### config.mk
export PLATFORM = sky130hd
export DESIGN_NAME = reg_write_arbiter
export DESIGN_NICKNAME = d
export VERILOG_FILES = /design/src/rtl/reg_write_arbiter.sv
export SDC_FILE = /design/constraint.sdc
export NUM_CORES = 1
export LEC_CHECK = 0
export ABC_CLOCK_PERIOD_IN_PS = 2000
export CAP_MARGIN = 10
export CORE_ASPECT_RATIO = 1.75
export CORE_MARGIN = 1.5
export CORE_UTILIZATION = 30
export DETAILED_ROUTE_END_ITERATION = 8
export PLACE_DENSITY = 0.92
export SYNTH_ARGS = -nofsm -noshare
export SYNTH_HDL_FRONTEND = slang
export SYNTH_SLANG_ARGS = --single-unit
### constraint.sdc
create_clock -name clk -period 2 [get_ports clk]
set_input_delay 0.2 -clock clk [delete_from_list [all_inputs] [get_ports clk]]
set_output_delay 0.2 -clock clk [all_outputs]
set_load 0.05 [all_outputs]
### src/rtl/reg_write_arbiter.sv
// Round-robin write-port arbiter/sequencer for one register_n: four writers share d/wr_en, plus a clear port.
// Latency: req in IDLE at cycle t -> grant and first write beat at t+1; one IDLE cycle between grants and after a clear.
// Backpressure: a waiting requester simply holds req; bursts are capped at MAX_BURST beats so nobody starves.
module reg_write_arbiter #(
  parameter int N         = 32,
  parameter int MAX_BURST = 4
) (
  input  logic           clk,
  input  logic           reset_n,
  input  logic [3:0]     req,
  input  logic [3:0]     lock,
  input  logic [4*N-1:0] wdata,
  input  logic           clr_req,
  output logic [3:0]     grant,
  output logic           reg_wr_en,
  output logic [N-1:0]   reg_d,
  output logic           reg_clr,
  output logic           busy
);

  typedef enum logic [1:0] {
    IDLE  = 2'd0,
    BUSY  = 2'd1,
    CLEAR = 2'd2
  } state_t;

  // Beat-counter value of the final beat allowed in one grant.
  localparam logic [3:0] LAST_BEAT = 4'(MAX_BURST - 1);

  state_t     state;
  logic [1:0] owner;
  logic [1:0] ptr;
  logic [3:0] beat_cnt;

  logic [1:0] pick;
  logic       pick_vld;
  logic [1:0] scan_idx;
  logic       owner_req;
  logic       owner_lock;

  // Round-robin scan: first set req bit starting at ptr; descending loop so the nearest index wins.
  always_comb begin
    pick     = 2'd0;
    pick_vld = 1'b0;
    scan_idx = 2'd0;
    for (int k = 3; k >= 0; k--) begin
      scan_idx = ptr + 2'(k);
      if (req[scan_idx]) begin
        pick     = scan_idx;
        pick_vld = 1'b1;
      end
    end
  end

  assign owner_req  = req[owner];
  assign owner_lock = lock[owner];

  // Write port and clear are pure decodes of the registered state, so reset silences them immediately.
  always_comb begin
    reg_wr_en = (state == BUSY) && owner_req;
    reg_clr   = (state == CLEAR);
    busy      = (state != IDLE);
    reg_d     = '0;
    if (reg_wr_en) begin
      reg_d = wdata[int'(owner)*N +: N];
    end
  end

  // Arbitration FSM: grant, burst tracking, round-robin pointer and clear sequencing.
  always_ff @(posedge clk or negedge reset_n) begin
    if (!reset_n) begin
      state    <= IDLE;
      grant    <= 4'b0000;
      owner    <= 2'd0;
      ptr      <= 2'd0;
      beat_cnt <= 4'd0;
    end else begin
      case (state)
        IDLE: begin
          if (clr_req) begin
            state <= CLEAR;
          end else if (pick_vld) begin
            state    <= BUSY;
            owner    <= pick;
            grant    <= 4'b0001 << pick;
            beat_cnt <= 4'd0;
          end
        end
        BUSY: begin
          if (!owner_req) begin
            // Owner stopped writing: release without a beat.
            state <= IDLE;
            grant <= 4'b0000;
            ptr   <= owner + 2'd1;
          end else if (!owner_lock || beat_cnt == LAST_BEAT) begin
            // Unlocked single beat or burst cap reached: this beat writes, then release.
            state    <= IDLE;
            grant    <= 4'b0000;
            ptr      <= owner + 2'd1;
            beat_cnt <= beat_cnt + 4'd1;
          end else begin
            beat_cnt <= beat_cnt + 4'd1;
          end
        end
        CLEAR: begin
          state <= IDLE;
        end
        default: begin
          state <= IDLE;
          grant <= 4'b0000;
        end
      endcase
    end
  end

endmodule

* Word level (Yosys, flattened, before mapping) *
Cells that the tools add are included.

storage, ports and cells
  register bits after elaboration = 14
  input port bits = 139
  output and inout port bits = 39
  word-level logic and storage cells = 76

cells by class
  $add $sub $neg = 5
  $lt $le $gt $ge = 5
  eq/ne operators = 9
  shifts and indexed selects = 2
  mux-type cells = 37
  bitwise logic cells = 2
  reductions and logical operators = 11

operators by type and width
  kind                   count
  $shiftx A128 B8 Y32    1
  $mux W32               1
  $mux W4                7
  $mux W2                10
  $lt A2 B3 Y1 const B   5
  $bmux W1 S2            6
  $pmux W4 S3            1
  $mux W1                10
  $pmux W4 S2            1
  $reduce_and A4 Y1      2
  $ne A2 B2 Y1 const B   3
  $add A2 B1 Y2 const B  2
  $add A2 B2 Y2 const B  2
  $add A4 B1 Y4 const B  1
  $eq A4 B2 Y1 const B   1
  $pmux W2 S2            1
  $reduce_and A2 Y1      2
  $reduce_bool A2 Y1     2
  $shl A1 B2 Y4 const A  1
  $ne A3 B2 Y1 const B   1
  $ne A3 B3 Y1 const B   1
  $reduce_and A3 Y1      1
  $eq A2 B1 Y1 const B   1
  $eq A2 B2 Y1 const B   1
  6 further kinds        7

* Logic depth before layout (Yosys ltp) *
  word-level depth = 11
  gate-level depth with buffers = 6
  gate-level depth less buffers = 5

* Least setup slack after synthesis *
Ideal clock, no wire load.

  kind = register to output
  from = register owner[0]
  to = output port reg_d[10]
  data arrival time = 1.634 ns
  data required time = 1.800 ns
  setup slack = 0.166 ns
  stages on the path, launching flop included = 5
  path through = dfrtp_1 buf_6 buf_2 mux4_2 and3_1

between the ends
  longest elaborated chain between the ends = 4
  elaborated cells between the ends (all ways) = 5
  classes of those cells = shift: 1; mux: 3; reduce/logical: 1

ends and longest elaborated chain
  item                                                                         RTL line  source
  start: declaration                                                           31        logic [1:0] owner;
  start signal: assignment                                                     84        owner <= pick;
  parallel branches: the longest is 3 deep, another holds $shiftx A128 B8 Y32  -
  $mux W32 *                                                                   64        if (reg_wr_en) begin
  end: declaration                                                             16        output logic [N-1:0] reg_d,

Every way passes the cells marked *. The select of a mux whose other input is x is not followed.

* Worst setup path after layout *
  from = register owner[0]
  to = output port reg_d[20]

The elaborated chain is that of the path after synthesis.

==> summary.md <==
| Metric | Value |
|---|---|
| Synth top area share | `a little over two fifths` |
| DR vias | `2227` |
| Reg2reg end | `grant[3]` |
| Syn Std Cell Area | `0.00183 sq mm` |
| First-pass DRT Iterations | `4` |
| Largest net degree at the start of global routing | `35` |
| DPL Wire Length | `6220 um` |
| Die H | `roughly 110 um` |
| Fin cells | `421` |
| Crit path launch | `owner[0]` |
| Main flop type after synthesis | `dfrtp_1` |
| Pins over their slew limit | `0` |
| Iter 0 DRT Violations | `52` |
| Cell Rows | `37` |
| Routed wire per std cell | `18.3 um` |
| Register area share after synthesis | `approximately a fifth` |
| Design area | `0.00391 sq mm` |
| Multi-input gate area | `0.00141 sq mm` |
| Post-Route WL | `approximately 7700 um` |
| Initial antenna violation count | `0` |
| Worst vdd ir | `1110 uV` |
| Dpl cells | `between 400 and 500` |
| Most frequent cells after synthesis | `34 x mux4_2, 32 x and3_1, 18 x nand2_1, 14 x dfrtp_1, 9 x clkbuf_1` |
| Final ANT Viol Nets | `0` |
| Worst EP required | `1.80 ns` |
| Synth area leader | `mux4_2` |
| Max Cap Violations | `0` |
| Critical setup path kind | `flip-flop to output pin` |
| Hold-fix buffers, CTS | `0` |
| Worst setup EP type | `output pin` |
| Worst r2r src | `owner[1]` |
| Starting Density | `31.0%` |
| Inserted Clock Buffers | `3` |
| Clock Tree Buf Depth | `2` |
| Slew at the pin closest to its max-slew limit | `0.611 ns` |
| Critical Path End | `reg_d[20]` |
| Fin Hold WS | `0.335 ns` |
| Sink Count | `14` |
| Avg Inst Size Synth | `11.3 sq um` |
| Design Power | `approximately 0.0041 W` |
| Pwr/cell area | `around 1000 mW/mm^2` |
| Syn Nets | `302` |
| Drt drc | `0` |
| Reg2reg setup slack | `0.18 ns` |
| Period minus WS final | `1.98 ns` |
| Nets | `slightly below 500` |
| Post-synth EDFFs | `0` |
| FF-to-FF path depth | `5` |
| Core ar. | `0.00588 sq mm` |
| Unique masters post-synth | `33` |
| WP data arrival | `1.78 ns` |
| First-pass GRT wire length | `10700 um` |
| Critical Path Fanout Max | `20` |
| Final worst-path cycle share | `99.0%` |
| GP Congestion | `0.825` |
| Cell Area, Placed | `0.00372 sq mm` |
| Antenna diodes | `0` |
| Outcome | `complete, no violations` |
| Fill count | `443` |
| Clock-pin transition on the worst setup and hold timing paths | `0.06 ns` |
| CTS tree | `built` |
| Top-count cell post-synth | `mux4_2` |
| Async S/R FF share, synth | `100%` |
| Pleak | `1.68 nW` |
| Worst skew pair latency | `0.25 ns` |
| GRT Util Overall | `between 20% and 30%` |
| Startpoint Class | `flip-flop` |
| Unrepaired setup endpoints after global routing | `true` |
| Grt ovf | `0` |
| Fmax | `about 0.5 GHz` |
| Vias per cell | `5.29` |
| Synth Register Bits | `14` |
| Die ar. | `0.00658 sq mm` |
| Worst slew margin | `59.1%` |
| HP Class | `primary input to asynchronous set/reset pin` |
| Synth Warn # | `0` |
| Post-Synthesis Cells | `162` |
| Vias in the first global route | `2322` |
| Final hold viol count | `0` |
| Final Skew | `between 0.001 and 0.0015 ns` |
| CTS HTree Levels | `1` |
| Synth top area cells | `mux4_2 42%, dfrtp_1 19%, and3_1 11%, nand2_1 3.7%, mux2_4 2.5%` |
| Final setup fails | `0` |
| Root Driver | `clkbuf_8` |
| FF/Latch Area | `353 sq um` |
| PortBufs | `roughly 180` |
| Area Overhead vs Synth | `114%` |
| # IOs | `178` |
| Layout cell share with drive strength beyond 1 | `a little under a third` |
| Die X | `62.0 um` |
==> worst max-delay path, cell delays in order (launching register included) <==
cell and delay (ns):
dfrtp_2 0.41, buf_12 0.21, mux4_2 0.53, and3_1 0.22, buf_6 0.16
==> per-layer routing <==
metal	up-vias	track usage [%]	wire length, um
li1	1005	-	-
met1	1077	19.8	2400
met2	125	42.0	4390
met3	20	5.96	727
met4	0	6.84	193
met5	-	0	0
==> through the flow <==
step / util (%) / worst slack, ns / TNS [ns]
2_1_floorplan: - / 0.166 / 0
5_1_grt: 66.5 / -0.0399 / -0.425
4_1_cts: 64.1 / 0.00399 / 0
6_report: 66.5 / 0.0197 / 0
3_5_place_dp: 63.2 / -0.0438 / -0.132
3_3_place_gp: 63.2 / -0.00531 / -0.0156
==> power by group <==
part	switching [W]	total, W	leakage [nW]	internal, W
logic	0.00163	0.00330	1.47	0.00167
registers	0.000115	0.000508	0.179	0.000393
clock network	0.0000997	0.000241	0.0228	0.000141
==> logic make-up (layout without fill, tap and decap cells) <==
kind of cell,count (synthesis),count (layout),share of synthesized area [%]
mux,42,42,47.3
compound gates,12,12,5.07
simple gates,73,73,22.3
flops,14,14,19.2
xor+xnor,1,1,0.480
buf+inv,19,200,4.93
fa+ha+maj,1,1,0.685
==> layout by cell type (no fill, tap or decap) <==
master           Yosys  final
a21oi_1              3      3
a221oi_1             2      2
and2_1               2      2
and2b_2              3      3
and3_1              32     28
and3_2               1      1
and3_4               0      4
buf_12               0      6
buf_4                0     11
buf_6                2     32
clkbuf_1             9      1
clkbuf_8             0      3
clkdlybuf4s50_1      0    142
dfrtp_1             14     12
dfrtp_2              0      2
dlymetal6s2s_1       0      1
ha_1                 1      1
inv_1                4      3
inv_2                0      1
mux2_2               2      2
mux2_4               3      3
mux2i_1              3      3
mux4_2              34     34
nand2_1             18     18
nand2b_1             1      1
nand3_1              1      1
nand3b_1             1      1
nand4_1              1      1
nor2_1               8      8
nor2_4               1      1
nor2b_1              1      1
nor3_1               1      1
nor3b_1              1      1
nor4b_1              1      1
o21ai_0              4      4
o21ai_1              1      1
o21bai_1             1      1
o2bb2ai_4            1      1
xor2_1               1      1
==> how the worst min path moves through the flow <==
stage,cells after the start,start,end
floorplan,0,reset_n,beat_cnt[0]
global placement,1,beat_cnt[3],beat_cnt[3]
detailed placement,1,beat_cnt[3],beat_cnt[3]
CTS,1,reset_n,grant[0]
global route,1,reset_n,ptr[0]
finish,1,reset_n,grant[0]
==> registers in the layout, summed over array words and instances, names as in the netlist <==
name      flops
state         2
owner         2
grant         4
ptr           2
beat_cnt      4
==> layout make-up <==
class	instances	share of cell area, %
repair buffers	192	51.0
flip-flops and latches	14	9.02
clock buffers	4	1.15
inverters	4	0.384
multi-input cells	129	35.9
well taps	78	2.49
==> timing repair <==
| action | CTS | global route |
|---|---|---|
| endpoints found under the setup margin | 33 | 34 |
| endpoints found under the hold margin | 0 | 0 |
| setup buffers | 1 | 0 |
| gates resized for setup | 1 | 38 |
| cloned | 0 | 0 |
No activity file was read; power rests on OpenSTA's default activity.
